## src/rtl/seg7_pkg.sv

```systemverilog
// Shared segment patterns (bit 0 = a ... bit 6 = g, logical active-high)
// and the parameter legality check for the scan driver.
package seg7_pkg;

   localparam logic [6:0] SEG_0     = 7'h3F;
   localparam logic [6:0] SEG_1     = 7'h06;
   localparam logic [6:0] SEG_2     = 7'h5B;
   localparam logic [6:0] SEG_3     = 7'h4F;
   localparam logic [6:0] SEG_4     = 7'h66;
   localparam logic [6:0] SEG_5     = 7'h6D;
   localparam logic [6:0] SEG_6     = 7'h7D;
   localparam logic [6:0] SEG_7     = 7'h07;
   localparam logic [6:0] SEG_8     = 7'h7F;
   localparam logic [6:0] SEG_9     = 7'h6F;
   localparam logic [6:0] SEG_A     = 7'h77;
   localparam logic [6:0] SEG_B     = 7'h7C;
   localparam logic [6:0] SEG_C     = 7'h39;
   localparam logic [6:0] SEG_D     = 7'h5E;
   localparam logic [6:0] SEG_E     = 7'h79;
   localparam logic [6:0] SEG_F     = 7'h71;
   localparam logic [6:0] SEG_BLANK = 7'h00;

   function automatic logic params_legal(int num_digits, int scan_div);
      return (num_digits >= 1) && (num_digits <= 8) && (scan_div >= 2);
   endfunction

endpackage

```

## src/rtl/seg7_encode.sv

```systemverilog
// Combinational nibble-to-segment encoder; BCD mode blanks nibbles above 9.
module seg7_encode
   import seg7_pkg::*;
(
   input  logic [3:0] nibble,
   input  logic       mode_hex,
   input  logic       blank,
   output logic [6:0] seg
);

   always_comb begin
      seg = SEG_BLANK;
      if (!blank && (mode_hex || (nibble <= 4'd9))) begin
         case (nibble)
            4'h0: seg = SEG_0;
            4'h1: seg = SEG_1;
            4'h2: seg = SEG_2;
            4'h3: seg = SEG_3;
            4'h4: seg = SEG_4;
            4'h5: seg = SEG_5;
            4'h6: seg = SEG_6;
            4'h7: seg = SEG_7;
            4'h8: seg = SEG_8;
            4'h9: seg = SEG_9;
            4'hA: seg = SEG_A;
            4'hB: seg = SEG_B;
            4'hC: seg = SEG_C;
            4'hD: seg = SEG_D;
            4'hE: seg = SEG_E;
            4'hF: seg = SEG_F;
            default: seg = SEG_BLANK;
         endcase
      end
   end

endmodule

```

## src/rtl/seg7_scan_driver.sv

```systemverilog
// Time-multiplexed multi-digit 7-segment driver with shadow/active data
// registers swapped only at frame boundaries so no frame mixes old and new data.
module seg7_scan_driver
   import seg7_pkg::*;
#(
   parameter int NUM_DIGITS   = 4,
   parameter int SCAN_DIV     = 1000,
   parameter int COMMON_ANODE = 0
) (
   input  logic                    clk,
   input  logic                    rst_n,
   input  logic                    load,
   input  logic [4*NUM_DIGITS-1:0] value,
   input  logic [NUM_DIGITS-1:0]   dp_in,
   input  logic                    mode_hex,
   input  logic                    blank_lz,
   output logic [6:0]              seg,
   output logic                    dp,
   output logic [NUM_DIGITS-1:0]   digit_en,
   output logic                    update_pending,
   output logic                    frame_done
);

   localparam int              CW       = (SCAN_DIV > 1) ? $clog2(SCAN_DIV) : 1;
   localparam int              PW       = (NUM_DIGITS > 1) ? $clog2(NUM_DIGITS) : 1;
   localparam logic            POL      = (COMMON_ANODE != 0);
   localparam logic [CW-1:0]   CNT_LAST = CW'(SCAN_DIV - 1);
   localparam logic [PW-1:0]   PTR_LAST = PW'(NUM_DIGITS - 1);

   if (!params_legal(NUM_DIGITS, SCAN_DIV)) begin : g_param_check
      $error("seg7_scan_driver: NUM_DIGITS must be 1..8 and SCAN_DIV >= 2");
   end

   logic [CW-1:0]           cnt;
   logic [PW-1:0]           ptr;
   logic [4*NUM_DIGITS-1:0] sh_value, act_value;
   logic [NUM_DIGITS-1:0]   sh_dp, act_dp;
   logic                    sh_hex, act_hex;
   logic                    sh_lz, act_lz;

   logic                    tick, boundary;
   logic                    zero_above;
   logic [NUM_DIGITS-1:0]   lz_mask;
   logic [3:0]              cur_nibble;
   logic                    cur_dp, cur_blank;
   logic [NUM_DIGITS-1:0]   cur_en;
   logic [6:0]              enc_seg;

   assign tick     = (cnt == CNT_LAST);
   assign boundary = tick && (ptr == PTR_LAST);

   always_comb begin
      zero_above = 1'b1;
      lz_mask    = '0;
      // Walk from the most significant digit down; digit 0 is never blanked.
      for (int unsigned i = NUM_DIGITS - 1; i >= 1; i--) begin
         zero_above = zero_above && (act_value[4*i +: 4] == 4'h0);
         lz_mask[i] = act_lz && zero_above;
      end

      cur_nibble = '0;
      cur_dp     = 1'b0;
      cur_blank  = 1'b0;
      cur_en     = '0;
      for (int unsigned i = 0; i < NUM_DIGITS; i++) begin
         if (ptr == PW'(i)) begin
            cur_nibble = act_value[4*i +: 4];
            cur_dp     = act_dp[i];
            cur_blank  = lz_mask[i];
            cur_en[i]  = 1'b1;
         end
      end
   end

   seg7_encode u_encode (
      .nibble   (cur_nibble),
      .mode_hex (act_hex),
      .blank    (cur_blank),
      .seg      (enc_seg)
   );

   always_ff @(posedge clk) begin
      if (!rst_n) begin
         cnt            <= '0;
         ptr            <= '0;
         sh_value       <= '0;
         sh_dp          <= '0;
         sh_hex         <= 1'b0;
         sh_lz          <= 1'b0;
         act_value      <= '0;
         act_dp         <= '0;
         act_hex        <= 1'b0;
         act_lz         <= 1'b0;
         update_pending <= 1'b0;
         frame_done     <= 1'b0;
         seg            <= {7{POL}};
         dp             <= POL;
         digit_en       <= {NUM_DIGITS{POL}};
      end else begin
         cnt        <= tick ? '0 : cnt + 1'b1;
         frame_done <= boundary;

         if (tick) begin
            ptr      <= (ptr == PTR_LAST) ? '0 : ptr + 1'b1;
            seg      <= enc_seg ^ {7{POL}};
            dp       <= cur_dp ^ POL;
            digit_en <= cur_en ^ {NUM_DIGITS{POL}};
         end

         if (load) begin
            sh_value <= value;
            sh_dp    <= dp_in;
            sh_hex   <= mode_hex;
            sh_lz    <= blank_lz;
         end

         // A load landing on the boundary tick bypasses the shadow stage.
         if (load && boundary) begin
            act_value      <= value;
            act_dp         <= dp_in;
            act_hex        <= mode_hex;
            act_lz         <= blank_lz;
            update_pending <= 1'b0;
         end else if (load) begin
            update_pending <= 1'b1;
         end else if (boundary && update_pending) begin
            act_value      <= sh_value;
            act_dp         <= sh_dp;
            act_hex        <= sh_hex;
            act_lz         <= sh_lz;
            update_pending <= 1'b0;
         end
      end
   end

endmodule
```

## config.mk

```make
export PLATFORM = sky130hd
export DESIGN_NAME = seg7_scan_driver
export DESIGN_NICKNAME = d
export VERILOG_FILES = /design/src/rtl/seg7_pkg.sv /design/src/rtl/seg7_encode.sv /design/src/rtl/seg7_scan_driver.sv
export SDC_FILE = /design/constraint.sdc
export NUM_CORES = 1
export LEC_CHECK = 0
export CAP_MARGIN = 5
export CORE_UTILIZATION = 55
export DETAILED_ROUTE_END_ITERATION = 10
export GPL_ROUTABILITY_DRIVEN = 0
export PLACE_DENSITY = 0.78
export SYNTH_ARGS = -nofsm -noshare
export SYNTH_HDL_FRONTEND = slang
export SYNTH_SLANG_ARGS = --single-unit
```

## constraint.sdc

```tcl
create_clock -name clk -period 3.1 [get_ports clk]
set_clock_uncertainty 0.05 [all_clocks]
set_input_delay 0.93 -clock clk [delete_from_list [all_inputs] [get_ports clk]]
set_output_delay 0.93 -clock clk [all_outputs]
set_load 0.01 [all_outputs]
```

Yosys cells after proc, flatten, opt, wreduce, memory -nomap -nowiden. Memories as Yosys holds them, arrays and structs flattened. Index checks and enable logic that the tools add are counted.

Bits in registers: 70. Memory bits (read-only): 112. Word-level logic and storage cells: 76. Memories: 1.

Memories: (no name shown) (depth 16, bits a word 7, read ports 1, clocked after memory_dff 0, write ports 0, line seg7_encode.sv:14) `case (nibble)`.

$add $sub $neg: 2. Order comparisons: 1. Eq/ne operators: 5. Mux-type cells: 31. Bitwise logic cells: 1. Reductions and logical operators: 20.

Operator list (number): $mux W16 (3); $mux W4 (7); $mux W1 (19); $logic_not A4 Y1 (3); $add A10 B1 Y10 const B (1); $eq A10 B10 Y1 const B (1); $logic_and A1 B1 Y1 (9); $mux W7 (1); $eq A2 B2 Y1 const B (2); $le A4 B4 Y1 const B (1); $reduce_bool A2 Y1 (2); $reduce_or A2 Y1 (2); $add A2 B1 Y2 const B (1); $eq A2 B1 Y1 const B (1); $logic_not A2 Y1 (1); $mux W2 (1); $ne A2 B1 Y1 const B (1); $reduce_and A2 Y1 (1); $logic_not A1 Y1 (1); $logic_or A1 B1 Y1 (1); $not A1 Y1 (1).

Longest topological paths before layout.
Depth in word-level cells: 10. Mapped depth: 12. Mapped depth without buffers: 11.

Hierarchy. Synthesis repeated with hierarchy kept, for this count alone.

Cells, all modules: 346. Area total of the unflattened synthesis: 3141.8 µm².

By module, submodules not included: seg7_scan_driver (instances 1, cells each 308, area each 2847.7 µm², sequential area each 1401.3 µm²); seg7_encode (instances 1, cells each 38, area each 294.0 µm², sequential area each 0.0 µm²).

Worst setup path before layout. OpenSTA, ideal clock, no wires.

Path kind: reg2reg. Start point: register ptr[1]. End point: register seg[1]. Setup time: 0.117 ns. Arrival: 2.294 ns. Data required time: 2.933 ns. Path slack: 0.640 ns. Cell stages (with the launch flop): 12. Path buffers: 1. Period minus slack after synthesis: 2.460 ns. Cells stage by stage: dfxtp_1 -> inv_1 -> ha_1 -> buf_2 -> nand3b_1 -> a211oi_1 -> inv_1 -> ha_1 -> inv_1 -> o21ai_0 -> mux2_2 -> a22o_1.

Word-level cells in the longest chain between the ends: 9.

RTL lines: start, declared (line seg7_scan_driver.sv:35) `logic [PW-1:0] ptr;`; start signal, assigned (line seg7_scan_driver.sv:104) `ptr <= (ptr == PTR_LAST) ? '0 : ptr + 1'b1;`; $logic_not A2 Y1 (line seg7_scan_driver.sv:66) `if (ptr == PW'(i)) begin`; $mux W4 (4 in series) (line seg7_scan_driver.sv:66); $le A4 B4 Y1 (line seg7_encode.sv:13) `if (!blank && (mode_hex || (nibble <= 4'd9))) begin`; $logic_or A1 B1 Y1 (line seg7_encode.sv:13); $logic_and A1 B1 Y1 (line seg7_encode.sv:13); $mux W7 (*) (line seg7_encode.sv:13); end signal, assigned (line seg7_scan_driver.sv:96) `seg <= {7{POL}};`; end signal, assigned (line seg7_scan_driver.sv:105) `seg <= enc_seg ^ {7{POL}};`; end, declared (line seg7_scan_driver.sv:17) `output logic [6:0] seg,`.

Mark *: on every way between the ends. The rest lies on a longest branch, timed or not. A chain may end at the register's enable or synchronous reset.

Final worst setup path.
Start point: register ptr[0]. End point: register seg[5].

The elaborated chain is that of the path after synthesis.

==> out/metrics.yaml <==
synthCells: 371
grt_setup_unrepaired: "false"
setup_viol_count_final: 0
syn_to_final_growth_pct: 18.02
fmax_ghz: 0.3563
post_drt_via_cell_ratio: 5.513
crit_type: "reg -> reg"
end_kind: "flop"
hold_start: "digit_en[3]"
dieArea_um2: 6479
clk_path_buf_depth: 2
drc: 0
synth_fp_nets: 406
wl_per_cell_um: 14.00
report.final.hold_viol_count: 0
cts_root_buf: "clkbuf_8"
hold_end: "digit_en[3]"
clk_latency_ns: 0.35
yosysSeqAreaShare: 0.4136
slew_headroom: 0.6355
drt-total-wl_um: 6762
grt.total_usage: 0.2260
finalInstanceArea_um2: 3999
fin_crit_ns: 2.807
whs_path_depth: 1
timing.rr.start: "ptr[0]"
p_leak_nw: 1.617
power.density_cell_area_nw_per_um2: 442.7
rows: 28
cts_tree: "done"
htreeDepth: 3
cp-start-kind: "flop"
path_clk_slew_ns: 0.08
ir_drop_mv: 0.2787
die_w_um: 80.49
cp.arrival_ns: 3.05
synth-seq-cells: 70
hpwl_um: 4725
drt_iter0_drc: 95
drv_slew: 0
final_nets: 438
antennaDiodeCount: 0
post-route-util: 0.6754
syn_avg_cell_area_um2: 9.133
cts_hold_buf: 0
worstPathMaxFanout: 13
yosysUniqueCellTypes: 50
grt_max_degree: 55
grt_pass1_wl_um: 11210
grt_pass1_vias: 2409
holdCritPathClass: "reg -> reg"
overflow: 0
status: "finished clean"
r2r_end: "seg[5]"
clock-sinks: 70
setup_tns_ns: 0
synth-main-ff-cell: "dfxtp_1"
firstDrtPassIters: 4
synth_edf_count: 0
coreArea_um2: 5921
ys.warnings.count: 0
ant_nets: 0
num_vias: 2663
placed_area_um2: 3804
crit_required_ns: 3.34
post_cts_resized: 0
boundaryPins: 39
initial_core_util: 0.5723
antenna_found_initial: 0
tightest_slew_ns: 0.5467
io_buffers: 38
reg2regPathDepth: 7
fin_crit_sh: 0.9054
post-cts-setup-buffers: 0
async_flop_share: 0
drive_gt1_frac: 0.09069
die_h_um: 80.49
r2r_slack_ns: 0.29
max-cap-violations: 0
cts_buffers: 9
synthesis.area_um2: 3388
[registers in the layout, indices dropped and copies added, names as in the netlist, 2 cells and up]
signal / count
act_value: 16
sh_value: 16
cnt: 10
seg: 7
act_dp: 4
digit_en: 4
sh_dp: 4
ptr: 2
[layout make-up]
| cell class | instances | area (µm²) |
|---|---|---|
| multi-input combinational | 260 | 1817 |
| sequential | 70 | 1401 |
| inverter | 17 | 63.81 |
| tap | 75 | 93.84 |
| fill | 495 | 1922 |
| clock inverter | 4 | 30.03 |
| clock buffer | 12 | 165.2 |
| timing repair buffer | 45 | 427.9 |
[worst max-delay path, cell delays in order (launching register included)]
cell and delay [ns]:
dfxtp_1 0.40, ha_1 0.47, inv_1 0.15, o221ai_1 0.49, ha_1 0.37, o21bai_1 0.12
a311oi_2 0.47, a32o_1 0.23
[worst max path at each step]
stage	start	end	slack, ns	depth (start not counted)
after floorplan	ptr[1]	seg[1]	0.64	11
after detailed placement	ptr[0]	seg[5]	0.36	7
after CTS	ptr[0]	seg[5]	0.31	7
final	ptr[0]	seg[5]	0.29	7
after global routing	ptr[0]	seg[5]	0.02	7
after global placement	ptr[0]	seg[6]	0.47	7
[report_power, final]
group	internal [W]	switching, W
registers	0.000920	0.0000107
logic	0.0000683	0.0000622
clock network	0.000357	0.000352
total	0.00135	0.000425
[per-stage QoR]
stage	instances	hold WS, ns	total power (W)	setup WS (ns)
4_1_cts	483	0.4117	0.001786	0.3099
5_1_grt	483	0.4241	0.001837	0.02149
6_report	483	0.4081	0.001770	0.2931
3_3_place_gp	467	0.3853	0.001079	0.4675
3_5_place_dp	467	0.3936	0.001082	0.3602
2_1_floorplan	371	0.3763	0.001030	0.6396
[metal layers]
| layer | track usage | up-vias | share of wire |
|---|---|---|---|
| li1 | - | 1349 | - |
| met1 | 0.2808 | 1225 | 0.47 |
| met2 | 0.3661 | 67 | 0.46 |
| met3 | 0.04886 | 22 | 0.035 |
| met4 | 0.1125 | 0 | 0.029 |
| met5 | 0 | - | 0 |
[synth_stat cells (all sizes together), types with 4 or more instances]
master   n  area share
dfxtp   70        0.41
a211oi   9       0.020
a21oi    9       0.013
o21ai   11       0.016
a31oi    8       0.015
nor2b   38       0.071
nor2    45       0.052
and2     5      0.0092
o211a    8       0.024
xnor2    5       0.013
ha      10       0.037
nand2   25       0.028
o221a    7       0.023
buf      7       0.012
clkbuf  17       0.019
inv     17       0.019
mux2i   28       0.083
a22o     4       0.010
a22oi    4      0.0089
nand3b   4      0.0089
[logic make-up (layout without fill, tap and decap cells)]
logic type | Yosys count | count (layout) | share of synthesized area
AOI/OAI and AO/OA | 73 | 73 | 0.1750
buffers and inverters | 41 | 78 | 0.05022
xor gates and xnor gates | 8 | 8 | 0.02068
DFF | 70 | 70 | 0.4136
muxes | 30 | 30 | 0.08936
and+or+nand+nor | 139 | 139 | 0.2142
adders and majority gates | 10 | 10 | 0.03693
[cells in the final DEF, fill, tap and decap left out, drive strengths merged, types with 9 or more instances in the layout]
| cell type | netlist | routed |
|---|---|---|
| a21oi | 9 | 9 |
| clkdlybuf4s50 | 0 | 37 |
| clkbuf | 17 | 12 |
| inv | 17 | 17 |
| o21ai | 11 | 11 |
| nor2 | 45 | 45 |
| nor2b | 38 | 38 |
| dfxtp | 70 | 70 |
| a211oi | 9 | 9 |
| nand2 | 25 | 25 |
| ha | 10 | 10 |
| mux2i | 28 | 28 |
No activity file was read; power rests on OpenSTA's default activity.
